File: src/rtl/clus_ctrl_pkg.sv
// Shared types and sizing helpers for the single-cluster convolution-pass sequencer.
package clus_ctrl_pkg;

    typedef enum logic [3:0] {
        S_IDLE,
        S_LD_WGHT,
        S_LD_IACT,
        S_SP_WGHT,
        S_SP_IACT,
        S_COMPUTE,
        S_WB_WAIT,
        S_RD_ISSUE,
        S_RD_WAIT,
        S_OUT_HOLD,
        S_DONE
    } state_e;

    // One spare bit above the bits needed for the largest count keeps compares clean.
    function automatic int cnt_width(input int max_count);
        return $clog2(max_count) + 1;
    endfunction

    function automatic int max_of4(input int a, input int b, input int c, input int d);
        int m;
        m = a;
        if (b > m) m = b;
        if (c > m) m = c;
        if (d > m) m = d;
        return m;
    endfunction

endpackage

File: src/rtl/clus_ctrl.sv
// Sequencer for one convolution pass: host load into GLBs, spad loads, PE compute,
// psum write-back wait, then a backpressured drain of the psum GLB.
module clus_ctrl
    import clus_ctrl_pkg::*;
#(
    parameter int DATA_BITWIDTH = 16,
    parameter int ADDR_BITWIDTH = 10,
    parameter int WGHT_COUNT    = 9,
    parameter int IACT_COUNT    = 144,
    parameter int PSUM_COUNT    = 100,
    parameter int WB_CYCLES     = 4,
    parameter int WGHT_BASE     = 0,
    parameter int IACT_BASE     = 0,
    parameter int PSUM_BASE     = 0
) (
    input  logic                     clk,
    input  logic                     reset,
    input  logic                     go,
    output logic                     busy,
    output logic                     done,
    input  logic                     in_valid,
    output logic                     in_ready,
    input  logic [DATA_BITWIDTH-1:0] in_data,
    output logic                     write_en_wght,
    output logic                     write_en_iact,
    output logic [ADDR_BITWIDTH-1:0] w_addr_wght,
    output logic [ADDR_BITWIDTH-1:0] w_addr_iact,
    output logic [DATA_BITWIDTH-1:0] w_data_wght,
    output logic [DATA_BITWIDTH-1:0] w_data_iact,
    output logic                     load_spad_ctrl_wght,
    output logic                     load_spad_ctrl_iact,
    input  logic                     load_done_wght,
    input  logic                     load_done_iact,
    output logic                     pe_start,
    input  logic                     write_psum_ctrl,
    output logic                     read_req_psum,
    output logic [ADDR_BITWIDTH-1:0] r_addr_psum,
    input  logic [DATA_BITWIDTH-1:0] r_data_psum,
    output logic                     out_valid,
    input  logic                     out_ready,
    output logic [DATA_BITWIDTH-1:0] out_data
);

    localparam int CNT_W = cnt_width(max_of4(WGHT_COUNT, IACT_COUNT, PSUM_COUNT, WB_CYCLES));

    localparam logic [CNT_W-1:0] WGHT_LAST = CNT_W'(WGHT_COUNT - 1);
    localparam logic [CNT_W-1:0] IACT_LAST = CNT_W'(IACT_COUNT - 1);
    localparam logic [CNT_W-1:0] PSUM_LAST = CNT_W'(PSUM_COUNT - 1);
    localparam logic [CNT_W-1:0] WB_LAST   = CNT_W'(WB_CYCLES - 1);

    state_e                   state_q, state_d;
    logic [CNT_W-1:0]         cnt_q, cnt_d;
    logic                     write_en_wght_q, write_en_wght_d;
    logic                     write_en_iact_q, write_en_iact_d;
    logic [ADDR_BITWIDTH-1:0] w_addr_wght_q, w_addr_wght_d;
    logic [ADDR_BITWIDTH-1:0] w_addr_iact_q, w_addr_iact_d;
    logic [DATA_BITWIDTH-1:0] w_data_wght_q, w_data_wght_d;
    logic [DATA_BITWIDTH-1:0] w_data_iact_q, w_data_iact_d;
    logic                     pe_start_q, pe_start_d;
    logic [DATA_BITWIDTH-1:0] out_data_q, out_data_d;

    always_comb begin
        state_d         = state_q;
        cnt_d           = cnt_q;
        write_en_wght_d = 1'b0;
        write_en_iact_d = 1'b0;
        w_addr_wght_d   = w_addr_wght_q;
        w_addr_iact_d   = w_addr_iact_q;
        w_data_wght_d   = w_data_wght_q;
        w_data_iact_d   = w_data_iact_q;
        pe_start_d      = 1'b0;
        out_data_d      = out_data_q;

        case (state_q)
            S_IDLE: begin
                if (go) begin
                    state_d = S_LD_WGHT;
                    cnt_d   = '0;
                end
            end
            S_LD_WGHT: begin
                if (in_valid) begin
                    write_en_wght_d = 1'b1;
                    w_addr_wght_d   = ADDR_BITWIDTH'(WGHT_BASE) + ADDR_BITWIDTH'(cnt_q);
                    w_data_wght_d   = in_data;
                    if (cnt_q == WGHT_LAST) begin
                        state_d = S_LD_IACT;
                        cnt_d   = '0;
                    end else begin
                        cnt_d = cnt_q + CNT_W'(1);
                    end
                end
            end
            S_LD_IACT: begin
                if (in_valid) begin
                    write_en_iact_d = 1'b1;
                    w_addr_iact_d   = ADDR_BITWIDTH'(IACT_BASE) + ADDR_BITWIDTH'(cnt_q);
                    w_data_iact_d   = in_data;
                    if (cnt_q == IACT_LAST) begin
                        state_d = S_SP_WGHT;
                        cnt_d   = '0;
                    end else begin
                        cnt_d = cnt_q + CNT_W'(1);
                    end
                end
            end
            S_SP_WGHT: begin
                if (load_done_wght) state_d = S_SP_IACT;
            end
            S_SP_IACT: begin
                // Registering the start pulse here makes it land on the first COMPUTE cycle.
                if (load_done_iact) begin
                    state_d    = S_COMPUTE;
                    pe_start_d = 1'b1;
                end
            end
            S_COMPUTE: begin
                if (write_psum_ctrl) begin
                    state_d = S_WB_WAIT;
                    cnt_d   = '0;
                end
            end
            S_WB_WAIT: begin
                if (cnt_q == WB_LAST) begin
                    state_d = S_RD_ISSUE;
                    cnt_d   = '0;
                end else begin
                    cnt_d = cnt_q + CNT_W'(1);
                end
            end
            S_RD_ISSUE: begin
                state_d = S_RD_WAIT;
            end
            S_RD_WAIT: begin
                out_data_d = r_data_psum;
                state_d    = S_OUT_HOLD;
            end
            S_OUT_HOLD: begin
                if (out_ready) begin
                    if (cnt_q == PSUM_LAST) begin
                        state_d = S_DONE;
                        cnt_d   = '0;
                    end else begin
                        state_d = S_RD_ISSUE;
                        cnt_d   = cnt_q + CNT_W'(1);
                    end
                end
            end
            S_DONE: begin
                state_d = S_IDLE;
            end
            default: begin
                state_d = S_IDLE;
                cnt_d   = '0;
            end
        endcase
    end

    always_ff @(posedge clk or negedge reset) begin
        if (!reset) begin
            state_q         <= S_IDLE;
            cnt_q           <= '0;
            write_en_wght_q <= 1'b0;
            write_en_iact_q <= 1'b0;
            w_addr_wght_q   <= '0;
            w_addr_iact_q   <= '0;
            w_data_wght_q   <= '0;
            w_data_iact_q   <= '0;
            pe_start_q      <= 1'b0;
            out_data_q      <= '0;
        end else begin
            state_q         <= state_d;
            cnt_q           <= cnt_d;
            write_en_wght_q <= write_en_wght_d;
            write_en_iact_q <= write_en_iact_d;
            w_addr_wght_q   <= w_addr_wght_d;
            w_addr_iact_q   <= w_addr_iact_d;
            w_data_wght_q   <= w_data_wght_d;
            w_data_iact_q   <= w_data_iact_d;
            pe_start_q      <= pe_start_d;
            out_data_q      <= out_data_d;
        end
    end

    assign busy                = (state_q != S_IDLE);
    assign done                = (state_q == S_DONE);
    assign in_ready            = (state_q == S_LD_WGHT) || (state_q == S_LD_IACT);
    assign write_en_wght       = write_en_wght_q;
    assign write_en_iact       = write_en_iact_q;
    assign w_addr_wght         = w_addr_wght_q;
    assign w_addr_iact         = w_addr_iact_q;
    assign w_data_wght         = w_data_wght_q;
    assign w_data_iact         = w_data_iact_q;
    assign load_spad_ctrl_wght = (state_q == S_SP_WGHT);
    assign load_spad_ctrl_iact = (state_q == S_SP_IACT);
    assign pe_start            = pe_start_q;
    assign read_req_psum       = (state_q == S_RD_ISSUE);
    // Address is forced to zero outside RD_ISSUE so the read port is quiet when idle.
    assign r_addr_psum         = read_req_psum ? (ADDR_BITWIDTH'(PSUM_BASE) + ADDR_BITWIDTH'(cnt_q))
                                               : '0;
    assign out_valid           = (state_q == S_OUT_HOLD);
    assign out_data            = out_data_q;

endmodule

File: config.mk
export PLATFORM = sky130hd
export DESIGN_NAME = clus_ctrl
export DESIGN_NICKNAME = d
export VERILOG_FILES = /design/src/rtl/clus_ctrl_pkg.sv /design/src/rtl/clus_ctrl.sv
export SDC_FILE = /design/constraint.sdc
export NUM_CORES = 1
export LEC_CHECK = 0
export ABC_CLOCK_PERIOD_IN_PS = 3930
export BUFFER_PORTS_ARGS = -buffer_cell sky130_fd_sc_hd__buf_4
export CORE_MARGIN = 4
export CORE_UTILIZATION = 50
export DETAILED_ROUTE_END_ITERATION = 8
export PLACE_DENSITY_LB_ADDON = 0.2
export SYNTH_ARGS = -nofsm -noshare
export SYNTH_HDL_FRONTEND = slang
export SYNTH_SLANG_ARGS = --single-unit
File: constraint.sdc
create_clock -name clk -period 3.93 [get_ports clk]
set_input_delay 0.786 -clock clk [delete_from_list [all_inputs] [get_ports clk]]
set_output_delay 0.786 -clock clk [all_outputs]
set_load 0.005 [all_outputs]
======== After elaboration in Yosys (flattened, before gate mapping) ========
Cells that the tools add are included.
cells by class
  add/sub/neg operators ................... 1
  eq/ne operators ......................... 24
  multiplexer cells ....................... 28
  bitwise gates (word level) .............. 1
  reduce and logical (&&, ||, !) cells .... 8
operators with widths
  cell                 count
  $mux 9               10
  $pmux 9 s7           1
  $mux 4               11
  $pmux 4 s10          1
  $eq 4x3->1 const B   4
  $ne 2x2->1 const B   7
  $eq 4x4->1 const B   3
  $reduce_and 10->1    1
  $add 9x1->9 const B  1
  $eq 9x2->1 const B   1
  $eq 9x4->1 const B   1
  $eq 9x7->1 const B   1
  $eq 9x8->1 const B   1
  $eq 4x2->1 const B   2
  $ne 2x1->1 const B   3
  $reduce_and 6->1     1
  $mux 1               5
  $reduce_or 5->1      1
  $eq 4x1->1 const B   1
  $logic_not 4->1      1
  $reduce_and 2->1     2
  $reduce_bool 4->1    1
  $logic_or 1x1->1     1
  $not 1->1            1
storage, ports and cells
  flip-flop bits (word level) ............. 82
  output and inout port bits .............. 88
  logic and storage cells ................. 72

======== Logic depth before layout (Yosys ltp) ========
Gate-level depths: netlist of run 1.
  depth in word-level cells ............... 4
  gate-level depth with buffers ........... 7

======== Least setup slack after synthesis of run 1 ========
OpenSTA, ideal clock, no wires.
  path type ............................... input -> register
  start ................................... input in_valid
  end ..................................... register cnt_q[2]
  setup time .............................. 126 ps
  arrival ................................. 2052 ps
  required time ........................... 3804 ps
  setup slack ............................. 1752 ps
  stages on the path ...................... 6
  path buffers ............................ 1
  cells stage by stage .................... or2_2 o32ai_1 or4_1 buf_2 a21oi_4 a221o_1
between the ends
  word-level cells in the longest chain between the ends .. 2
  elaborated cells on any way between the ends .. 3
  classes of those cells .................. eq/ne (2); reduce/logical (1)
RTL lines
  what                                 line              text
  start, declared                      clus_ctrl.sv:21   input logic in_valid,
  $ne 2x2->1 (no source line)          n/a
  $reduce_and 6->1 (no source line) *  n/a
  end signal, assigned                 clus_ctrl.sv:173  cnt_q <= cnt_d;
  end, declared                        clus_ctrl.sv:52   logic [CNT_W-1:0] cnt_q, cnt_d;
Every way passes the cells marked *; elsewhere a longest branch is shown, timed or not.
A chain may end at the register's enable or synchronous reset.

======== Worst setup path in the final report of run 1 ========
  start ................................... register state_q[0]
  end ..................................... output r_addr_psum[2]
between the ends
  word-level cells in the longest chain between the ends .. 2
RTL lines
  what                    line              text
  start, declared         clus_ctrl.sv:51   state_e state_q, state_d;
  start signal, assigned  clus_ctrl.sv:172  state_q <= state_d;
  $eq 4x3->1              clus_ctrl.sv:197  assign read_req_psum = (state_q == S_RD_ISSUE);
  $mux 9                  clus_ctrl.sv:199  assign r_addr_psum = read_req_psum ? (ADDR_BITWIDTH'(PSUM_BASE) + ADDR_BITWIDTH'(cnt_q))
  end, declared           clus_ctrl.sv:37   output logic [ADDR_BITWIDTH-1:0] r_addr_psum,
Every way passes these cells.

==> results of run 1 <==
[area by class of cell]
cell class | count | area share, %
sequential | 82 | 42.4
multi-input combinational | 260 | 31.1
timing repair buffer | 127 | 19.7
clock buffer | 10 | 2.84
tap | 99 | 2.56
clock inverter | 6 | 1.01
inverter | 5 | 0.388
[synthesized netlist by cell type, types with 3 or more instances]
master	number	share of area, %
sky130_fd_sc_hd__nand3_1	5	0.68
sky130_fd_sc_hd__or2_2	4	0.68
sky130_fd_sc_hd__o21ai_0	6	0.81
sky130_fd_sc_hd__and2_1	8	1.4
sky130_fd_sc_hd__nor3_1	4	0.54
sky130_fd_sc_hd__mux2_2	26	7.9
sky130_fd_sc_hd__a221o_1	7	1.9
sky130_fd_sc_hd__nand2_1	129	13
sky130_fd_sc_hd__dfrtp_1	82	56
sky130_fd_sc_hd__a21oi_1	12	1.6
sky130_fd_sc_hd__or3_1	3	0.51
sky130_fd_sc_hd__inv_1	4	0.41
sky130_fd_sc_hd__clkbuf_1	6	0.61
sky130_fd_sc_hd__nand2b_1	5	0.85
sky130_fd_sc_hd__buf_4	4	0.81
sky130_fd_sc_hd__nor2b_1	3	0.51
sky130_fd_sc_hd__nor2_1	16	1.6
sky130_fd_sc_hd__buf_2	9	1.2
[cells by family after synthesis]
family | after synthesis | synth area share, %
simple gates | 190 | 23.8
flops | 82 | 55.6
compound gates | 39 | 8.03
buf+inv | 27 | 3.86
mux | 26 | 7.93
fa+ha+maj | 2 | 0.678
other cells | 1 | 0.102
[worst reg2reg max path, delay by kind of cell, from the launching register on]
kind	cells	cell delay, ps
compound gates	4	1380
flops	1	530
simple gates	1	400
[sequential cells by signal, indices dropped and copies added (netlist names)]
register,flops
w_addr_wght,9
out_data,16
cnt_q,9
write_en_wght,1
write_en_iact,1
pe_start,1
state_q,4
w_data_wght,16
w_data_iact,16
w_addr_iact,9
[per-layer routing]
metal  vias up  part of all wire, %  track usage, %
met5         -                    0               0
met4         0                  1.1            9.03
met3        12                  7.5            3.53
met2       112                   50            34.1
met1      1454                   42            25.6
li1       1455                    -               -
[placed cells by master, fill, tap and decap left out, drive strengths merged, types with 5 or more instances in the layout]
| cell type | netlist | routed |
|---|---|---|
| a21oi | 13 | 13 |
| nand3 | 5 | 5 |
| o21ai | 6 | 6 |
| clkbuf | 6 | 10 |
| inv | 4 | 7 |
| buf | 16 | 127 |
| mux2 | 26 | 26 |
| and2 | 8 | 8 |
| nand2b | 5 | 5 |
| a221o | 7 | 7 |
| nand2 | 130 | 130 |
| nor2 | 16 | 16 |
| dfrtp | 82 | 82 |
[power by group through the flow]
stage / logic (mW) / registers (mW) / clock network (mW)
floorplan: 0.690 / 1.27 / 0
global placement: 1.21 / 1.30 / 0
detailed placement: 1.24 / 1.32 / 0
CTS: 1.24 / 1.30 / 0.594
global route: 1.36 / 1.34 / 0.624
finish: 1.23 / 1.30 / 0.575
[how the worst max path moves through the flow]
stage | depth (start not counted) | startpoint | slack (ps) | endpoint
2_1_floorplan | 6 | in_valid | 1750 | cnt_q[2]
3_3_place_gp | 6 | in_valid | 1430 | cnt_q[4]
3_5_place_dp | 6 | in_valid | 1380 | cnt_q[2]
4_1_cts | 4 | state_q[3] | 1110 | r_addr_psum[7]
5_1_grt | 4 | state_q[0] | 920 | r_addr_psum[2]
6_report | 4 | state_q[0] | 1130 | r_addr_psum[2]
==> impl_summary.md, run 1 <==
Layout
0 antenna diodes ended up in the layout. The final design area excluding fillers is 0.00484 sq mm. The signed area change from the synthesized netlist to the final layout is 31.1%. Once layout is complete, the cells apart from fillers number 589.

The fraction of layout instances using a drive strength above 1 is 37.1%. Fill cells in the final layout number 596. The multi-input combinational cell area is 0.00150 sq mm. The count of nets after finishing is 527.

At the end of the flow the core is filled with cells to 67.1%. Across the whole layout, storage elements account for 0.00205 sq mm.

Power
The cell leakage power is 2.56 nW. Internal power comes to 1.98 mW. IR analysis of the VDD net gives a maximum drop of 0.000336 V. The net switching power of the design is 1.12 mW. In this run, flip-flops and latches consume 41.8% of the power. The total power density per cell area is 641 mW/mm^2. In this run, the combinational gates consume 39.6% of the power. Of the total power, the clock network draws 18.5%. The switching share of power is 36.1%. The final total power is 3.10 mW.

Yosys
Counting distinct cell types in the post-synthesis netlist gives 45. The netlist area before placement is 0.00369 sq mm. Yosys mapped a number of flops with a built-in enable equal to 0. The number of flip-flops and latches in the synthesized netlist is 82. For this run, the register share of the synthesized area comes to 55.6%. The count of warnings emitted by yosys is 0. The number of instances in the synthesized netlist is 367. In the synthesized netlist the dominant register cell turns out to be sky130_fd_sc_hd__dfrtp_1. The average footprint of a synthesized cell is 10.1 sq um. The post-synthesis async set-or-reset flop share is 100%.

Floorplan
The die area is 0.00882 sq mm. The effective utilization at floorplan is 51.2%. For this design the top-level I/O count stands at 128. The overall die height is 93.9 um. The row count is 31.

The core box area is 0.00721 sq mm. The die width is 93.9 um.

CTS
The number of gates resized after CTS was 0. In this run the clock root is driven by a sky130_fd_sc_hd__clkbuf_8. The clock tree synthesis step divided the H-tree into 3 levels. The count of clock tree sinks is 82. The cts-stage hold buffer count is 0. The clock reaches the later pin of the worst-skew pair after 340 ps.

Clock-pin slew was measured on the worst setup and hold paths at 90 ps. Counting along the longest clock path gives a buffer depth of 2. The CTS buffer count is 9.

The total setup buffers inserted after CTS is 0. The TritonCTS clock tree is built.

Run
The total of max-cap violations is 0.

Global routing
The pin count of the biggest net entering global routing is 83. The initial antenna violation count was 0. The via count of the first global-routing pass is 3047. Across every metal layer, demand over resource in global routing totals 20.3%. The first-pass GRT wire length is 14100 um.

The global-route congestion overflow total is 0.

Setup path
The number of buffers and inverters on the critical path is 1. The maximum fanout along the worst path is 16. The count of cells along the worst register-to-register path is 5. The capturing point of the worst reg2reg path is cnt_q[2]. The endpoint class of the critical path is an output pin. The required time of the critical path is 3140 ps.

The worst setup path is launched from a flop. The slowest stage cell on the critical path is sky130_fd_sc_hd__dfrtp_1. For the worst setup path, the data arrival time is 2010 ps. The critical path's top delay family is simple AND/OR/NAND/NOR gates. For this run, the slowest stage of the critical path takes 600 ps. The worst register-to-register path begins at cnt_q[4]. The critical path in this run is classified as reg2out. In this run the register-to-register setup slack is 1520 ps. The signal on the critical path passes through nand2_1 > nor2_1 > and2_1 > buf_4.

STA
The final critical path time including I/O delays and setup is 2800 ps. Setup repair after global routing left no endpoint under its margin. The actual slew at the worst max-slew pin is 995 ps. The final clock skew is 8.28 ps. Hold timing on the final database bottoms out at a slack of 481 ps.

The headroom to the max-slew limit is 33.6%. The setup slack after layout is 1130 ps. The final setup TNS is 0 ps. After layout, the worst path uses 71.1% of the clock period. Based on the critical path, the design can be clocked at up to 358 MHz.

The final-report max-slew violation count is 0. The final hold violation count came to 0. Setup violations remaining at the end of the flow were counted as 0.

Place
The placed instances occupy a cell area of 0.00465 sq mm. Prior to clock tree synthesis, the placed netlist has a worst setup slack of 1380 ps. The final HPWL from detailed placement is 6120 um. Port buffering added 124 buffers. The global placement routability congestion is 0.939. After detailed placement, the design holds a cell count of 573.

Routing
The detailed router finished its first iteration with 133 violations. The via-per-instance ratio is 5.15. The post-detailed-routing wire length is 8650 um. The routed wire length per instance is 14.7 um.

The number of nets with antenna violations after routing is 0. The total number of vias is 3033. The number of iterations in the first detailed-routing pass is 4. The detailed-route DRC error count is 0.

Hold path
The startpoint of the tightest hold check path is w_data_wght[7]. The tightest min-delay check is of the reg2reg type. Counting instances, the worst hold path has a depth of 2. The endpoint of the worst hold-timing path is w_data_wght[7].

Outcome
The run finished with clean final reports.
No activity file was read; power rests on OpenSTA's default activity.
==> inputs of run 2 (changes only) <==
ABC_CLOCK_PERIOD_IN_PS = 2800   (was 3930)
clock period = 2.8 ns   (was 3.93 ns; I/O delays follow)
==> run 2 against run 1 <==
Effect of this change:
- via count is 0.16% higher
- die area unchanged
- sequential power rose by 40%
- first-iteration DRC count fell by 9.8%
- sequential share of layout area did not move
- clock skew barely moved
- critical path depth stayed put
- sequential cell count stayed put
- largest power group unchanged
==> impl_summary.md, run 2 (synthesis results as in run 1) <==
Routing
The number of nets with antenna violations after routing is 0 (unchanged). The post-detailed-routing wire length is 8650 um (-0.10%). The number of iterations in the first detailed-routing pass is 4 (unchanged). The total number of vias is 3038 (+0.16%). The via-per-instance ratio is 5.15 (about the same). The detailed-route DRC error count is 0 (unchanged). The routed wire length per instance is 14.7 um (-0.27%). The number of DRC markers in iteration 0 came to 120 (-9.8%).

Power
The worst-case vdd ir drop was 0.000428 V (+28%). The cell leakage power is 2.56 nW (about the same). The switching share of power came to 35.9% (-0.20 points). The portion of total power attributed to combinational logic is 40.1% (+0.5 points). The internal power of the cells is 2.78 mW (+40%). The net switching power of the design is 1.55 mW (+39%).

The total power density per cell area is 896 mW/mm^2 (+40%). The part of the total power dissipated in the clock network is 17.9% (-0.6 points). The power share of the sequential group came to 42.0% (+0.2 points).

Floorplan
The row count is 31 (unchanged). The die width is 93.9 um (unchanged). The total I/O pin count is 128 (unchanged). The core box area was 0.00721 sq mm (unchanged). The overall die height came to 93.9 um (unchanged). The die area was 0.00882 sq mm (unchanged). The effective utilization at floorplan was 51.2% (unchanged).

STA
The final hold violation count is 0 (unchanged). The final critical path time including I/O delays and setup is 2560 ps. The final setup violation count is 0 (unchanged). The final-report max-slew violation count is 0 (unchanged). Setup repair after global routing left no endpoint under its margin. The headroom to the max-slew limit is 32.5% (-1.2 points).

The final setup TNS is 0 ps (unchanged). The final clock skew came to 8.17 ps (-0.101 ps). The actual slew at the worst max-slew pin is 1010 ps (+17.5 ps). Timing would allow up to 391 MHz. The final critical-path share of the clock period is 91.4%.

Setup path
Traced cell by cell, the critical path runs through nand2b_1 > nor2_1 > and2_1 > buf_4. STA classifies the critical path endpoint as an output pin. The stage delay of the slowest cell on the critical path was 520 ps (-80 ps). The required time of the critical path is 2240 ps (-900 ps).

The sort of element at the start of the critical path is a flop. The arrival time at the worst endpoint is 2000 ps (about the same). The maximum fanout along the worst path is 13 (-3). For this design, the slowest cell found on the critical path is sky130_fd_sc_hd__dfrtp_1. The critical path is of the reg2out type.

Layout
The filler cell count is 605 (+1.5%). The fraction of layout instances using a drive strength above 1 is 37.1% (-0.076 points). The sequential cell area in the final layout is 0.00205 sq mm (unchanged). The final design area excluding fillers came to 0.00484 sq mm (unchanged).

Leaving out fill and tap cells, the most frequent cells in the layout are sky130_fd_sc_hd__nand2_1 (129), sky130_fd_sc_hd__buf_4 (128), sky130_fd_sc_hd__dfrtp_1 (82), sky130_fd_sc_hd__mux2_2 (26), sky130_fd_sc_hd__nor2_1 (16). The signed area change from the synthesized netlist to the final layout is 31.1% (unchanged). The library cell used most frequently in the layout, excluding fill and tap cells, is sky130_fd_sc_hd__nand2_1. The antenna diode count is 0 (unchanged). The multi-input combinational cell area was 0.00150 sq mm (unchanged). The count of nets after finishing is 528 (+0.19%).

CTS
The total setup buffers inserted after CTS is 0 (unchanged). The total number of H-tree levels is 3 (unchanged). TritonCTS built the clock tree.

The CTS buffer count is 9 (unchanged). The clock latency on the worst-skew pair is 350 ps (about the same). The clock slew at the register clock pins of the worst setup and hold paths is 80 ps (about the same). The cts-stage hold buffer count is 0 (unchanged). The count of instances resized after the clock tree is built is 0 (unchanged).

Clock tree synthesis selected as its root buffer the cell sky130_fd_sc_hd__clkbuf_8. The count of clock tree sinks is 82 (unchanged). The number of buffers on the longest clock path is 2 (unchanged).

Global routing
The first-pass GRT wire length is 13700 um (-2.7%). The initial antenna violation count was 0 (unchanged). The via count of the first global-routing pass is 2920 (-4.2%). The global-route congestion overflow total is 0 (unchanged). The pin count of the biggest net entering global routing is 83 (unchanged).

The total routing usage reported by global routing is 19.6% (-0.68 points).

Place
The number of buffers inserted by port buffering came to 124 (unchanged). The final HPWL from detailed placement is 6170 um (+0.93%). The post-detailed-placement cell area is 0.00466 sq mm (+0.16%). The global placement routability congestion was 0.923 (-1.7%).

Hold path
In this run the worst hold path is classified as in2async.

Outcome
The run finished with clean final reports.

Run
The total of max-cap violations is 0 (unchanged).
run 2: area by class of cell:
type,count,share of cell area (%)
Multi-Input combinational cell,260,31.1
Sequential cell,82,42.4
Timing Repair Buffer,128,19.9
Clock buffer,11,2.92
Tap cell,99,2.56
Clock inverter,5,0.776
Inverter,5,0.388
run 2: metrics by stage:
stage               worst slack, ps  cells  hold WS (ps)  util (%)  power (mW)
finish                          242    590           374      67.1        4.33
global route                   48.7    590           392      67.1        4.64
CTS                             224    590           389      67.1        4.38
detailed placement              486    574           464      64.6        3.59
global placement                526    574           458      64.6        3.53
floorplan                       677    369           264         -        2.75
run 2: critical path: cells and delay by family, from the launching register on:
| family | cells | cell delay (ps) |
|---|---|---|
| flip-flops | 1 | 520 |
| AND/OR/NAND/NOR | 3 | 1020 |
| buffers and inverters | 1 | 110 |
run 2: path summary, 6_finish.rpt:
| check | from | to | slack, ps | cells past startpoint |
|---|---|---|---|---|
| setup / recovery | state_q[3] | r_addr_psum[4] | 240 | 4 |
| hold / removal | reset | w_data_wght[1] | 370 | 1 |
| setup reg to reg | state_q[0] | cnt_q[0] | 420 | 5 |
| hold reg to reg | w_data_iact[4] | w_data_iact[4] | 480 | 2 |
| max in group asynchronous | reset | out_data[9] | 1760 | 1 |
| min in group clk | in_data[14] | w_data_wght[14] | 400 | 3 |
run 2: metal layers:
| layer | up-vias | GRT usage, % | part of all wire, % |
|---|---|---|---|
| li1 | 1461 | - | - |
| met1 | 1446 | 25.4 | 43 |
| met2 | 115 | 31.5 | 48 |
| met3 | 16 | 4.73 | 7.6 |
| met4 | 0 | 8.18 | 1.7 |
| met5 | - | 0 | 0 |
run 2: power groups by stage:
stage / clock network [mW] / registers (mW) / logic [mW]
after floorplan: 0 / 1.78 / 0.969
after global placement: 0 / 1.83 / 1.70
after detailed placement: 0 / 1.84 / 1.75
after CTS: 0.803 / 1.82 / 1.76
after global routing: 0.856 / 1.88 / 1.91
final: 0.776 / 1.82 / 1.74
